[config.mk]
export PLATFORM = sky130hd
export DESIGN_NAME = halut_encoder_ctrl
export DESIGN_NICKNAME = d
export VERILOG_FILES = /design/src/rtl/halut_pkg.sv /design/src/rtl/halut_thresh_loader.sv /design/src/rtl/halut_encoder_ctrl.sv
export SDC_FILE = /design/constraint.sdc
export NUM_CORES = 1
export LEC_CHECK = 0
export CAP_MARGIN = 10
export CORE_MARGIN = 4
export CORE_UTILIZATION = 41
export CTS_CLUSTER_DIAMETER = 150
export CTS_CLUSTER_SIZE = 24
export DETAILED_ROUTE_END_ITERATION = 12
export PLACE_DENSITY = 0.77
export SETUP_SLACK_MARGIN = 0.4
export SYNTH_ARGS = -nofsm -noshare
export SYNTH_HDL_FRONTEND = slang
export SYNTH_SLANG_ARGS = --single-unit
[constraint.sdc]
create_clock -name clk_i -period 2.4 [get_ports clk_i]
set_clock_uncertainty 0.15 [all_clocks]
set_input_delay 0.24 -clock clk_i [delete_from_list [all_inputs] [get_ports clk_i]]
set_output_delay 0.24 -clock clk_i [all_outputs]
set_load 0.03 [all_outputs]
[src/rtl/halut_pkg.sv]
// -----------------------------------------------------------------------------
// halut_pkg
// Shared types and width helpers for the HALUT encoder controller.
//   halut_state_e     : controller state encoding (IDLE, LOAD, RUN, DONE)
//   ROWS_WIDTH        : width of the row count / row counter
//   clog2_min1()      : $clog2 clamped to at least 1 bit
//   thresh_addr_width : threshold memory address width per encoder unit
// -----------------------------------------------------------------------------
package halut_pkg;

   typedef enum logic [1:0] {
      ST_IDLE = 2'd0,
      ST_LOAD = 2'd1,
      ST_RUN  = 2'd2,
      ST_DONE = 2'd3
   } halut_state_e;

   localparam int unsigned ROWS_WIDTH = 16;

   // Counters still need one bit when the range collapses to a single value.
   function automatic int unsigned clog2_min1(input int unsigned value);
      return (value <= 32'd1) ? 32'd1 : $clog2(value);
   endfunction

   // Each unit holds (C/EncUnits) codebooks of K thresholds.
   function automatic int unsigned thresh_addr_width(input int unsigned c,
                                                     input int unsigned enc_units,
                                                     input int unsigned k);
      return clog2_min1((c / enc_units) * k);
   endfunction

endpackage

[src/rtl/halut_thresh_loader.sv]
// -----------------------------------------------------------------------------
// halut_thresh_loader
// Turns the accepted threshold word stream into per-unit memory writes.
// Word i goes to unit i/Depth at address i mod Depth; the write is presented
// on the cycle after the handshake.
//   clk_i, rst_ni : clock, async active-low reset
//   clear_i       : restart addressing at word 0 (start of a load)
//   hs_i          : a threshold word is accepted this cycle
//   data_i        : accepted threshold word
//   waddr_o       : per-unit write address (AddrWidth x EncUnits)
//   wdata_o       : per-unit write data (DataTypeWidth x EncUnits)
//   we_o          : per-unit write enable, one-hot or zero
//   last_o        : the next accepted word is the final one
// -----------------------------------------------------------------------------
module halut_thresh_loader
   import halut_pkg::*;
#(
   parameter int unsigned Depth         = 128,
   parameter int unsigned EncUnits      = 4,
   parameter int unsigned AddrWidth     = 7,
   parameter int unsigned DataTypeWidth = 16
) (
   input  logic                              clk_i,
   input  logic                              rst_ni,
   input  logic                              clear_i,
   input  logic                              hs_i,
   input  logic [DataTypeWidth-1:0]          data_i,
   output logic [AddrWidth*EncUnits-1:0]     waddr_o,
   output logic [DataTypeWidth*EncUnits-1:0] wdata_o,
   output logic [EncUnits-1:0]               we_o,
   output logic                              last_o
);

   localparam int unsigned UnitWidth = clog2_min1(EncUnits);

   logic [AddrWidth-1:0]     addr_cnt_r;
   logic [UnitWidth-1:0]     unit_cnt_r;
   logic [AddrWidth-1:0]     waddr_r;
   logic [DataTypeWidth-1:0] wdata_r;
   logic [EncUnits-1:0]      we_r;
   logic                     addr_wrap_s;

   // Address/unit pair replaces a division of the flat word index.
   assign addr_wrap_s = (addr_cnt_r == AddrWidth'(Depth - 1));
   assign last_o      = addr_wrap_s && (unit_cnt_r == UnitWidth'(EncUnits - 1));

   // Word position counters: advance only on an accepted word.
   always_ff @(posedge clk_i or negedge rst_ni) begin
      if (!rst_ni) begin
         addr_cnt_r <= '0;
         unit_cnt_r <= '0;
      end else if (clear_i) begin
         addr_cnt_r <= '0;
         unit_cnt_r <= '0;
      end else if (hs_i) begin
         if (last_o) begin
            addr_cnt_r <= '0;
            unit_cnt_r <= '0;
         end else if (addr_wrap_s) begin
            addr_cnt_r <= '0;
            unit_cnt_r <= unit_cnt_r + UnitWidth'(1);
         end else begin
            addr_cnt_r <= addr_cnt_r + AddrWidth'(1);
         end
      end else begin
         addr_cnt_r <= addr_cnt_r;
         unit_cnt_r <= unit_cnt_r;
      end
   end

   // Write port register: enable lives exactly one cycle per accepted word.
   always_ff @(posedge clk_i or negedge rst_ni) begin
      if (!rst_ni) begin
         waddr_r <= '0;
         wdata_r <= '0;
         we_r    <= '0;
      end else if (hs_i) begin
         waddr_r <= addr_cnt_r;
         wdata_r <= data_i;
         we_r    <= EncUnits'(1) << unit_cnt_r;
      end else begin
         waddr_r <= waddr_r;
         wdata_r <= wdata_r;
         we_r    <= '0;
      end
   end

   // Address and data are shared; only the enable selects the unit.
   assign waddr_o = {EncUnits{waddr_r}};
   assign wdata_o = {EncUnits{wdata_r}};
   assign we_o    = we_r;

endmodule

[src/rtl/halut_encoder_ctrl.sv]
// -----------------------------------------------------------------------------
// halut_encoder_ctrl
// Controller for HALUT encoder units: loads C*K thresholds into EncUnits
// threshold memories, then runs the encoders for a requested number of rows.
//   clk_i, rst_ni          : clock, async active-low reset
//   load_start_i           : begin a threshold load
//   thr_valid_i/thr_data_i : threshold stream in, thr_ready_o back-pressure
//   waddr_o/wdata_o/we_o   : per-unit threshold memory write ports
//   start_i, rows_i        : start an encode of rows_i rows
//   abort_i                : abandon current load or run
//   encoder_o, enc_valid_i : encoder enable, encoder result valid
//   loaded_o, busy_o, done_o, row_cnt_o : status
// -----------------------------------------------------------------------------
module halut_encoder_ctrl
   import halut_pkg::*;
#(
   parameter int unsigned K             = 16,
   parameter int unsigned C             = 32,
   parameter int unsigned DataTypeWidth = 16,
   parameter int unsigned EncUnits      = 4
) (
   input  logic                                  clk_i,
   input  logic                                  rst_ni,
   input  logic                                  load_start_i,
   input  logic                                  thr_valid_i,
   input  logic [DataTypeWidth-1:0]              thr_data_i,
   output logic                                  thr_ready_o,
   output logic [thresh_addr_width(C, EncUnits, K)*EncUnits-1:0] waddr_o,
   output logic [DataTypeWidth*EncUnits-1:0]     wdata_o,
   output logic [EncUnits-1:0]                   we_o,
   input  logic                                  start_i,
   input  logic [ROWS_WIDTH-1:0]                 rows_i,
   input  logic                                  abort_i,
   output logic                                  encoder_o,
   input  logic                                  enc_valid_i,
   output logic                                  loaded_o,
   output logic                                  busy_o,
   output logic                                  done_o,
   output logic [ROWS_WIDTH-1:0]                 row_cnt_o
);

   localparam int unsigned Depth              = (C / EncUnits) * K;
   localparam int unsigned ThreshMemAddrWidth = thresh_addr_width(C, EncUnits, K);
   localparam int unsigned RowsWidth          = ROWS_WIDTH;
   localparam int unsigned CbWidth            = clog2_min1(C);

   halut_state_e           state_r;
   halut_state_e           state_next;
   logic                   loaded_r;
   logic [RowsWidth-1:0]   rows_r;
   logic [RowsWidth-1:0]   row_cnt_r;
   logic [CbWidth-1:0]     cb_cnt_r;
   logic                   busy_r;
   logic                   done_r;
   logic                   encoder_r;
   logic                   ready_r;

   logic                   in_idle_s;
   logic                   load_go_s;
   logic                   run_go_s;
   logic                   hs_s;
   logic                   enc_step_s;
   logic                   cb_wrap_s;
   logic                   rows_hit_s;
   logic                   last_word_s;

   // Abort outranks every other input, including requests made in IDLE.
   assign in_idle_s  = (state_r == ST_IDLE) && !abort_i;
   assign load_go_s  = in_idle_s && load_start_i;
   assign run_go_s   = in_idle_s && !load_start_i && start_i && loaded_r;
   assign hs_s       = (state_r == ST_LOAD) && thr_valid_i && !abort_i;
   assign enc_step_s = (state_r == ST_RUN) && enc_valid_i && !abort_i;
   assign cb_wrap_s  = (cb_cnt_r == CbWidth'(C - 1));
   assign rows_hit_s = ((row_cnt_r + RowsWidth'(1)) == rows_r);

   halut_thresh_loader #(
      .Depth         (Depth),
      .EncUnits      (EncUnits),
      .AddrWidth     (ThreshMemAddrWidth),
      .DataTypeWidth (DataTypeWidth)
   ) u_loader (
      .clk_i   (clk_i),
      .rst_ni  (rst_ni),
      .clear_i (load_go_s),
      .hs_i    (hs_s),
      .data_i  (thr_data_i),
      .waddr_o (waddr_o),
      .wdata_o (wdata_o),
      .we_o    (we_o),
      .last_o  (last_word_s)
   );

   // State register.
   always_ff @(posedge clk_i or negedge rst_ni) begin
      if (!rst_ni) begin
         state_r <= ST_IDLE;
      end else begin
         state_r <= state_next;
      end
   end

   // Next-state decode.
   always_comb begin
      state_next = state_r;
      case (state_r)
         ST_IDLE: begin
            if (load_go_s) begin
               state_next = ST_LOAD;
            end else if (run_go_s) begin
               state_next = (rows_i == RowsWidth'(0)) ? ST_DONE : ST_RUN;
            end else begin
               state_next = ST_IDLE;
            end
         end
         ST_LOAD: begin
            if (abort_i) begin
               state_next = ST_IDLE;
            end else if (hs_s && last_word_s) begin
               state_next = ST_IDLE;
            end else begin
               state_next = ST_LOAD;
            end
         end
         ST_RUN: begin
            if (abort_i) begin
               state_next = ST_IDLE;
            end else if (enc_step_s && cb_wrap_s && rows_hit_s) begin
               state_next = ST_DONE;
            end else begin
               state_next = ST_RUN;
            end
         end
         ST_DONE: begin
            state_next = ST_IDLE;
         end
         default: begin
            state_next = ST_IDLE;
         end
      endcase
   end

   // Loaded flag: dropped when a load begins, set only by its final word.
   always_ff @(posedge clk_i or negedge rst_ni) begin
      if (!rst_ni) begin
         loaded_r <= 1'b0;
      end else if (load_go_s) begin
         loaded_r <= 1'b0;
      end else if (hs_s && last_word_s) begin
         loaded_r <= 1'b1;
      end else begin
         loaded_r <= loaded_r;
      end
   end

   // Row bookkeeping: codebook counter wraps into the row counter.
   always_ff @(posedge clk_i or negedge rst_ni) begin
      if (!rst_ni) begin
         rows_r    <= '0;
         row_cnt_r <= '0;
         cb_cnt_r  <= '0;
      end else if (run_go_s) begin
         rows_r    <= rows_i;
         row_cnt_r <= '0;
         cb_cnt_r  <= '0;
      end else if (enc_step_s) begin
         rows_r    <= rows_r;
         row_cnt_r <= cb_wrap_s ? (row_cnt_r + RowsWidth'(1)) : row_cnt_r;
         cb_cnt_r  <= cb_wrap_s ? CbWidth'(0) : (cb_cnt_r + CbWidth'(1));
      end else begin
         rows_r    <= rows_r;
         row_cnt_r <= row_cnt_r;
         cb_cnt_r  <= cb_cnt_r;
      end
   end

   // Status outputs registered from the next state so they track the state exactly.
   always_ff @(posedge clk_i or negedge rst_ni) begin
      if (!rst_ni) begin
         busy_r    <= 1'b0;
         done_r    <= 1'b0;
         encoder_r <= 1'b0;
         ready_r   <= 1'b0;
      end else begin
         busy_r    <= (state_next == ST_LOAD) || (state_next == ST_RUN);
         done_r    <= (state_next == ST_DONE);
         encoder_r <= (state_next == ST_RUN);
         ready_r   <= (state_next == ST_LOAD);
      end
   end

   assign thr_ready_o = ready_r;
   assign encoder_o   = encoder_r;
   assign busy_o      = busy_r;
   assign done_o      = done_r;
   assign loaded_o    = loaded_r;
   assign row_cnt_o   = row_cnt_r;

endmodule

==> results of run 1 <==
flip-flops by register name, summed over array words and instances, names as in the netlist:
register	count
row_cnt_o	16
rows_r	16
u_loader.wdata_r	16
u_loader.addr_cnt_r	7
u_loader.waddr_r	7
cb_cnt_r	5
u_loader.we_o	4
state_r	2
u_loader.unit_cnt_r	2
busy_o	1
done_o	1
encoder_o	1
loaded_o	1
thr_ready_o	1
what timing repair did:
item	CTS	global route
hold buffers	1	0
hold endpoints to repair	29	0
setup buffers	8	3
gates resized for setup	11	27
pin swaps	7	3
endpoints found under the setup margin	18	42
cells in the mapped netlist, types with 3 or more instances:
cell       n
nand2_1   91
xnor2_1   15
nor2_1    25
clkbuf_1  11
ha_1      11
nor3b_1    4
nand3_1    9
and3_1     5
buf_2      6
nor4_1     4
nand4_1    7
a21oi_1   12
o21ai_0   30
a31oi_1    3
buf_4     71
dfrtp_1   80
nor3_1     5
mux2_2    17
xor2_1    13
o31ai_1    5
and2_1     7
inv_1      7
worst register-to-register path, delay by kind of cell (launching register included):
family	cells	cell delay, ns
flops	1	0.44
buf+inv	1	0.04
simple gates	2	0.41
fa+ha+maj	2	0.60
compound gates	3	0.52
xor+xnor	1	0.10
layer usage:
layer  GRT usage  up-vias
li1            -     1748
met4      0.0521        0
met2       0.320      129
met5           0        -
met1       0.196     1774
met3      0.0453       16
cells by family (layout without fill, tap and decap cells):
| kind of cell | Yosys count | after routing | share of synthesized area |
|---|---|---|---|
| AND/OR/NAND/NOR | 175 | 175 | 0.188 |
| AO/OA/AOI/OAI | 64 | 64 | 0.0873 |
| flip-flops | 80 | 80 | 0.446 |
| buffers and inverters | 97 | 212 | 0.146 |
| adder cells (fa/ha/maj) | 11 | 11 | 0.0307 |
| multiplexers | 19 | 19 | 0.0472 |
| XOR/XNOR | 28 | 28 | 0.0547 |
area by class of cell:
cell class              instances  area share
clock buffers                   9      0.0199
clock inverters                 7      0.0175
inverters                       7     0.00421
multi-input cells             297       0.310
flip-flops and latches         80       0.323
well taps                     136      0.0273
repair buffers                189       0.298
final timing paths:
path / from / end / slack, ns / cells after the start
worst max-delay path: row_cnt_o[0] / busy_o / 0.05 / 9
worst min-delay path: rst_ni / rows_r[7] / 0.20 / 2
worst max register to register: row_cnt_o[0] / busy_o / 0.05 / 9
worst min register to register: u_loader.addr_cnt_r[4] / u_loader.waddr_r[4] / 0.38 / 2
max in group asynchronous: rst_ni / u_loader.we_o[3] / 1.30 / 3
min in group clk_i: thr_data_i[3] / u_loader.wdata_r[3] / 0.25 / 3
power by group:
group	switching [µW]	leakage [µW]	internal, µW
sequential	105	0.00107	1440
combinational	888	0.00172	633
clock	551	0.000118	610
metrics by stage:
stage	power [µW]	util	instance area, µm²
after floorplan	2650	-	4530
after global placement	3070	0.552	5800
after detailed placement	3100	0.552	5800
after CTS	4260	0.583	6130
after global routing	4400	0.594	6240
final	4220	0.594	6240
==> results.md, run 1 <==
* P_leak at 0.00291 µW
* Synth Net Count at 524
* N_diodes at 0
* Fin nets at 634
* Maxcap violations at 0
* Cell family with most CP delay: adder cells
* Min cycle time layout at 2.35 ns
* Worst EP required at 2.50 ns
* Worst Hold Class: in -> async
* Highest-count cells in the layout ignoring fill and taps: clkdlybuf4s50_1, nand2_1, dfrtp_1
* Clock-pin slew on the worst setup and hold paths at 0.09 ns
* CP peak stage delay at 0.44 ns
* Slew Limit Fails at 0
* Final Hold Violating Endpoints at 0
* Peak supply drop at 0.381 mV
* Met3 WL at 642 µm
* Area growth, synth to finish at 39.1%
* Yosys reg bits at 80
* Top cells by area, synth: dfrtp_1, buf_4, nand2_1, mux2_2, o21ai_0
* Num CTS Buffers at 9
* Worst hold slack at 0.198 ns
* Placed cell count at 697
* Vias in the first global route at 3690
* Top FF cell, synth: dfrtp_1
* Setup TNS at 0 ns
* Antenna viol nets, final at 0
* Worst-Skew Late Latency at 0.35 ns
* I/O pin count at 156
* First-pass GRT wire length at 18.0 mm
* Via density at 5.06
* Routed WL at 11.2 mm
* CTS tree: done
* Final Non-Filler Cells at 725
* Peak Freq at 425 MHz
* Final worst slack at 0.0486 ns
* Critical path class: reg -> reg
* Site Rows at 37
* Number of remaining DRC errors at 0
* Metal2 WL at 5.98 mm
* Crit path buf inv count at 1
* Fill cells at 860
* Clock Tree Root: clkbuf_8
* Yosys top cell by area: dfrtp_1
* Warnings, synthesis at 0
* CP Capture Type: flop
* Post-synthesis sequential area ratio at 0.446
* Tcrit/Tclk final at 0.980
* Gr ovfl total at 0
* Drt pass-1 iters at 5
* Slowest CP cell: dfrtp_2
* Layout cells sized above 1 at 0.185
* Placement Setup Slack at -0.0375 ns
* Syn avg cell area at 9.46 µm²
* GPL Wtd Cong at 0.847
* Final setup viols at 0
* Port buffer count at 155
* Total clock sinks at 80
* DR top layer: met4
* Die width at 113 µm
* Crit-path cells: ha_4, xnor2_2, nand2_1, a311oi_2, o21ai_2, nor4_2, a31oi_1, ha_1, inv_1
* DR iter-0 viols at 186
* Slew at the pin closest to its max-slew limit at 0.416 ns
* Wirelength per Cell at 15.4 µm
* Most common cell after layout, fill and taps aside: clkdlybuf4s50_1
* Unrepaired setup endpoints after global routing: true
* Starting Density at 0.427
* Register Area at 2010 µm²
* Cell area after synthesis at 4480 µm²
* DR vias at 3667
* Multi-input logic area at 1930 µm²
* EDFF count, synth at 0
* CP max FO at 2
* Core footprint at 10500 µm²
* Initial antenna violation count at 0
* Distinct cells, synth at 50
* H-tree levels at 3
* Worst EP arrival at 2.45 ns
* HPWL Detailed at 8.19 mm
* Status: finished, final reports clean
* GRT Util Overall at 0.174
* Startpoint Class: flop
* CTS max path bufs at 2
* Die area at 12700 µm²
* Met1 WL at 4.35 mm
* DIE HEIGHT at 113 µm
* Asr flop ratio synth at 1.00
* Post-synthesis cell count at 474
* Largest net degree at the start of global routing at 52
* Synth top area share at 0.446
* Power Density at 677 nW/µm²
* Slew margin rel. at 0.722
Note: power is estimated with default switching activity, not from simulation.
==> inputs of run 2 (changes only) <==
--- a/config.mk
+++ b/config.mk
@@ -11,6 +11,8 @@
 export CTS_CLUSTER_DIAMETER = 150
 export CTS_CLUSTER_SIZE = 24
 export DETAILED_ROUTE_END_ITERATION = 12
+export GPL_TIMING_DRIVEN = 0
+export HOLD_SLACK_MARGIN = 0.15
 export PLACE_DENSITY = 0.77
 export SETUP_SLACK_MARGIN = 0.4
 export SYNTH_ARGS = -nofsm -noshare
==> run 2 against run 1 <==
Compared with the run above:
- the flow now finishes with violations (setup timing)
- highest routed layer unchanged
- non-clock buffer count rose by 91
- largest cell class is now non-clock buffers
- total power up 7.2%
- sequential power is essentially flat
==> results.md, run 2 (same netlist as run 1, synthesis figures left out) <==
* DR vias at 3953 (was 3667)
* H-tree levels at 3 (unchanged)
* HPWL Detailed at 8.64 mm (was 8.19 mm)
* Maxcap violations at 0 (unchanged)
* I/O pin count at 156 (unchanged)
* Starting Density at 0.427 (unchanged)
* Sw frac at 0.355 (was 0.366)
* N_diodes at 0 (unchanged)
* Area growth, synth to finish at 58.3% (was 39.1%)
* Worst Hold Class: in -> async (unchanged)
* Worst EP arrival at 2.62 ns (was 2.45 ns)
* GRT Util Overall at 0.180 (was 0.174)
* Worst hold slack at 0.167 ns (was 0.198 ns)
* Clock-pin slew on the worst setup and hold paths at 0.10 ns (was 0.09 ns)
* Fill cells at 825 (was 860)
* Final setup viols at 4 (was 0)
* First-pass GRT wire length at 18.9 mm (was 18.0 mm)
* Unrepaired setup endpoints after global routing: true (unchanged)
* Tcrit/Tclk final at 1.05 (was 0.980)
* Fin nets at 725 (was 634)
* Switching power at 1610 µW (was 1540 µW)
* Final Instance Area at 7100 µm² (was 6240 µm²)
* CTS max path bufs at 2 (unchanged)
* Die area at 12700 µm² (unchanged)
* GPL Wtd Cong at 0.893 (was 0.847)
* Final Hold Violating Endpoints at 0 (unchanged)
* Worst EP required at 2.50 ns (about the same)
* Slew Limit Fails at 0 (unchanged)
* Clock Tree Root: clkbuf_8 (unchanged)
* Peak supply drop at 0.434 mV (was 0.381 mV)
* P_leak at 0.00394 µW (was 0.00291 µW)
* Layout cells sized above 1 at 0.288 (was 0.185)
* Initial antenna violation count at 0 (unchanged)
* Peak Freq at 398 MHz (was 425 MHz)
* Power Density at 638 nW/µm² (was 677 nW/µm²)
* Min cycle time layout at 2.51 ns (was 2.35 ns)
* CTS tree: done (unchanged)
* Routed WL at 12.0 mm (was 11.2 mm)
* DR iter-0 viols at 184 (was 186)
* Die width at 113 µm (unchanged)
* Drt pass-1 iters at 4 (was 5)
* Num CTS Buffers at 9 (unchanged)
* Final worst slack at -0.114 ns (was 0.0486 ns)
* Combinational share of power at 0.401 (was 0.360)
* Cell internal pwr at 2920 µW (was 2680 µW)
* DIE HEIGHT at 113 µm (unchanged)
* Status: finished with violations (was finished, final reports clean)
* Wirelength per Cell at 14.8 µm (was 15.4 µm)
* Highest-count cells in the layout ignoring fill and taps: buf_4, clkdlybuf4s50_1, nand2_1 (was clkdlybuf4s50_1, nand2_1, dfrtp_1)
* Port buffer count at 155 (unchanged)
* Site Rows at 37 (unchanged)
* Slew margin rel. at 0.672 (was 0.722)
* Via density at 4.84 (was 5.06)
* Vias in the first global route at 3864 (was 3690)
* Startpoint Class: flop (unchanged)
* Total clock sinks at 80 (unchanged)
* Antenna viol nets, final at 0 (unchanged)
* Sequential Power Share at 0.342 (was 0.365)
* Core footprint at 10500 µm² (unchanged)
* Slew at the pin closest to its max-slew limit at 0.487 ns (was 0.416 ns)
* Largest net degree at the start of global routing at 60 (was 52)
* Failing checks: setup timing
* Gr ovfl total at 0 (unchanged)
* Number of remaining DRC errors at 0 (unchanged)
* Most common cell after layout, fill and taps aside: buf_4 (was clkdlybuf4s50_1)
* Clock network power share at 0.257 (was 0.275)
* Critical path class: reg -> reg (unchanged)
* Worst-Skew Late Latency at 0.35 ns (about the same)
* Placed cell area at 6280 µm² (was 5800 µm²)
* CP Capture Type: flop (unchanged)
* CP max FO at 10 (was 2)
==> run 2: cell types whose count changed in the layout (fill, tap and decap cells not counted), sizes merged <==
cell | previous run | this run
dlygate4sd2 | 2 | 9
clkdlybuf4s50 | 143 | 98
dlymetal6s2s | 9 | 47
clkbuf | 9 | 19
buf | 34 | 115
==> run 2: power groups by stage <==
stage          Sequential [µW]  Combinational [µW]  Clock (µW)
3_3_place_gp              1570                1820           0
2_1_floorplan             1720                 926           0
3_5_place_dp              1580                1850           0
6_report                  1550                1820        1160
4_1_cts                   1550                1850        1190
5_1_grt                   1570                1910        1250
==> run 2: path summary, 6_finish.rpt <==
kind	startpoint	to	slack, ns	depth (start not counted)
max reg2reg	row_cnt_o[2]	busy_o	-0.11	10
max	row_cnt_o[2]	busy_o	-0.11	10
min	rst_ni	rows_r[5]	0.17	2
min in group clk_i	thr_data_i[7]	u_loader.wdata_r[7]	0.26	3
max in group asynchronous	rst_ni	u_loader.we_o[0]	1.33	3
min reg2reg	row_cnt_o[15]	row_cnt_o[15]	0.38	1
==> run 2: timing repair <==
item                                    CTS  global route
endpoints found under the hold margin    80             0
buffers inserted                         10            22
endpoints found under the setup margin   41            84
pin swaps                                 7            19
gates cloned                              1             0
gates resized for setup                  29            92
hold buffers                              1             0
==> run 2: area by class of cell <==
class	count	area (µm²)	share of cell area
Buffer	90	678	0.0956
Clock buffer	9	124	0.0175
Clock inverter	7	109	0.0153
Inverter	7	26.3	0.00370
Multi-Input combinational cell	297	2010	0.283
Sequential cell	80	2010	0.283
Tap cell	136	170	0.0240
Timing Repair Buffer	190	1970	0.277
==> run 2: stage by stage <==
step	worst slack, ns	instances	power (µW)	util	setup TNS (ns)
floorplan	0.0713	474	2650	-	0
global placement	-2.13	765	3390	0.595	-151.90
detailed placement	-0.455	766	3430	0.597	-2.07
CTS	-0.0716	794	4600	0.635	-0.204
global route	-0.238	816	4730	0.675	-0.866
finish	-0.114	816	4530	0.675	-0.306
==> run 2: worst max-delay path: stages (launching register included) <==
cell and delay (ns):
dfrtp_2 0.42, buf_4 0.17, and3_4 0.17, and3_4 0.18, buf_8 0.12, a311oi_2 0.21
o21ai_2 0.11, nor4_4 0.39, a31oi_2 0.16, ha_1 0.31, inv_1 0.03
==> run 2: per-layer routing <==
metal | up-vias | track usage | wire (µm)
li1 | 1930 | - | -
met1 | 1877 | 0.218 | 4840
met2 | 129 | 0.328 | 6380
met3 | 17 | 0.0323 | 612
met4 | 0 | 0.0481 | 210
met5 | - | 0 | 0
==> inputs of run 3 (changes only) <==
--- a/config.mk
+++ b/config.mk
@@ -13,7 +13,7 @@
 export DETAILED_ROUTE_END_ITERATION = 12
 export GPL_TIMING_DRIVEN = 0
 export HOLD_SLACK_MARGIN = 0.15
-export PLACE_DENSITY = 0.77
+export PLACE_DENSITY = 0.82
 export SETUP_SLACK_MARGIN = 0.4
 export SYNTH_ARGS = -nofsm -noshare
 export SYNTH_HDL_FRONTEND = slang
==> run 3 against run 2 <==
Compared with the run above:
- the run still ends with setup timing left
- setup slack improved by 0.034 ns
- combinational power hardly changed
- clock power decreased by 19%
- sequential share of layout area up 1.0 points
- largest power group unchanged
- highest routed layer unchanged
==> results.md, run 3 (same netlist as run 1, synthesis figures left out) <==
* Status: finished with violations (unchanged)
* Failing checks: setup timing (unchanged)
* Worst EP arrival at 2.59 ns (was 2.62 ns)
* Core footprint at 10500 µm² (unchanged)
* First-pass GRT wire length at 18.7 mm (was 18.9 mm)
* Reg2reg end: busy_o (unchanged)
* Startpoint Class: flop (unchanged)
* Clock Tree Root: clkbuf_8 (unchanged)
* Total clock sinks at 80 (unchanged)
* P_leak at 0.00398 µW (was 0.00394 µW)
* Largest net degree at the start of global routing at 58 (was 60)
* Die area at 12700 µm² (unchanged)
* Most common cell after layout, fill and taps aside: nand2_1 (was buf_4)
* Min cycle time layout at 2.48 ns (was 2.51 ns)
* Area growth, synth to finish at 52.9% (was 58.3%)
* Final Non-Filler Cells at 797 (was 816)
* Worst EP required at 2.51 ns (was 2.50 ns)
* Starting Density at 0.427 (unchanged)
* Antenna viol nets, final at 0 (unchanged)
* Layout cells sized above 1 at 0.256 (was 0.288)
* H-tree levels at 3 (unchanged)
* DIE HEIGHT at 113 µm (unchanged)
* Tcrit/Tclk final at 1.03 (was 1.05)
* Unrepaired setup endpoints after global routing: true (unchanged)
* CP Capture Type: flop (unchanged)
* Worst Hold Class: in -> async (unchanged)
* Placed cell count at 766 (unchanged)
* Power Density at 626 nW/µm² (was 638 nW/µm²)
* I/O pin count at 156 (unchanged)
* CP max FO at 2 (was 10)
* Die width at 113 µm (unchanged)
* Final setup viols at 1 (was 4)
* Via density at 5.02 (was 4.84)
* Drt pass-1 iters at 5 (was 4)
* Slew Limit Fails at 0 (unchanged)
* Slew margin rel. at 0.680 (was 0.672)
* Worst-Skew Late Latency at 0.36 ns (was 0.35 ns)
* Critical path class: reg -> reg (unchanged)
* Number of remaining DRC errors at 0 (unchanged)
* DR iter-0 viols at 248 (was 184)
* Cell mode on critical path: and3_4 (unchanged)
* CTS tree: done (unchanged)
* Clock-pin slew on the worst setup and hold paths at 0.09 ns (was 0.10 ns)
* Highest-count cells in the layout ignoring fill and taps: nand2_1, clkdlybuf4s50_1, buf_4 (was buf_4, clkdlybuf4s50_1, nand2_1)
* Gr ovfl total at 0 (unchanged)
* GRT Util Overall at 0.179 (was 0.180)
* Num CTS Buffers at 9 (unchanged)
* Initial antenna violation count at 0 (unchanged)
* GPL Wtd Cong at 0.884 (was 0.893)
* Worst r2r src: row_cnt_o[0] (was row_cnt_o[2])
* Fin nets at 706 (was 725)
* Slew at the pin closest to its max-slew limit at 0.481 ns (was 0.487 ns)
* Peak Freq at 403 MHz (was 398 MHz)
* Routed WL at 11.9 mm (was 12.0 mm)
* Crit-path cells: ha_4, and3_4, and3_4, buf_8, a311oi_2, o21ai_2, nor4_4, a31oi_1, ha_1, inv_1 (was buf_4, and3_4, and3_4, buf_8, a311oi_2, o21ai_2, nor4_4, a31oi_2, ha_1, inv_1)
* Slowest CP cell: dfrtp_2 (unchanged)
* CTS max path bufs at 2 (unchanged)
* HPWL Detailed at 8.68 mm (was 8.64 mm)
* R2r setup slk at -0.08 ns (was -0.11 ns)
* DR vias at 3999 (was 3953)
* Vias in the first global route at 3792 (was 3864)
* Final Hold Violating Endpoints at 0 (unchanged)
* Maxcap violations at 0 (unchanged)
* Peak supply drop at 0.428 mV (was 0.434 mV)
* CP peak stage delay at 0.44 ns (was 0.42 ns)
* N_diodes at 0 (unchanged)
* Port buffer count at 155 (unchanged)
* Placement Setup Slack at -0.395 ns (was -0.455 ns)
* Wirelength per Cell at 15.0 µm (was 14.8 µm)
* Final worst slack at -0.0799 ns (was -0.114 ns)
* Reg2reg path depth at 10 (unchanged)
* Site Rows at 37 (unchanged)
==> run 3: changes by cell type in the layout (fill, tap and decap cells not counted), moves of 3 or more <==
cell and delta:
buf_4 -16, buf_6 -6, buf_2 +3, o21ai_1 -4, o21ai_2 -3, dlymetal6s2s_1 +13
o21ai_0 +7, clkdlybuf4s50_1 -11
==> run 3: per-layer routing <==
| metal | wire [µm] | GRT usage | vias up | part of all wire |
|---|---|---|---|---|
| li1 | - | - | 1903 | - |
| met1 | 4710 | 0.208 | 1907 | 0.39 |
| met2 | 6230 | 0.331 | 171 | 0.52 |
| met3 | 821 | 0.0377 | 18 | 0.069 |
| met4 | 173 | 0.0497 | 0 | 0.014 |
| met5 | 0 | 0 | - | 0 |
==> run 3: area by class of cell <==
| cell class | count | area [µm²] |
|---|---|---|
| Fill cell | 831 | 3650 |
| Inverter | 7 | 26.3 |
| Clock buffer | 9 | 124 |
| Buffer | 90 | 669 |
| Tap cell | 136 | 170 |
| Multi-Input combinational cell | 297 | 1950 |
| Clock inverter | 7 | 62.6 |
| Timing Repair Buffer | 171 | 1840 |
| Sequential cell | 80 | 2010 |
==> run 3: timing repair <==
| action | CTS | global route |
|---|---|---|
| hold endpoints to repair | 80 | 0 |
| hold buffers | 1 | 0 |
| endpoints found under the setup margin | 41 | 100 |
| cloned | 1 | 0 |
| pin swaps | 7 | 9 |
| buffers inserted | 6 | 7 |
| gates resized for setup | 28 | 77 |
==> run 3: report_power, final <==
part / total (µW) / internal, µW / switching [µW]
sequential: 1550 / 1440 / 113
clock: 939 / 395 / 544
combinational: 1800 / 856 / 946
==> run 3: metrics by stage <==
stage	util	cell area [µm²]	total power (µW)	setup TNS (ns)	hold slack, ns
final	0.653	6860	4290	-0.0799	0.178
after CTS	0.627	6590	4360	-0.324	0.180
after detailed placement	0.597	6280	3430	-1.47	0.0116
after floorplan	-	4530	2650	0	-0.206
after global routing	0.653	6860	4500	-0.391	0.198
after global placement	0.595	6250	3390	-148.85	0.358
==> run 3: worst max path at each step <==
stage                            start      endpoint  cells after the start
after CTS                 row_cnt_o[0]        busy_o                     10
after global routing      row_cnt_o[4]        busy_o                     10
final                     row_cnt_o[0]        busy_o                     10
after floorplan           row_cnt_o[0]        busy_o                     10
after global placement          rst_ni  row_cnt_o[5]                      1
after detailed placement       abort_i        busy_o                     10
==> run 3: worst max-delay path, delay by kind of cell, from the launching register on <==
| family | cells | cell delay, ns |
|---|---|---|
| AO/OA/AOI/OAI | 3 | 0.51 |
| flip-flops | 1 | 0.44 |
| buffers and inverters | 2 | 0.14 |
| AND/OR/NAND/NOR | 3 | 0.67 |
| adder cells (fa/ha/maj) | 2 | 0.47 |
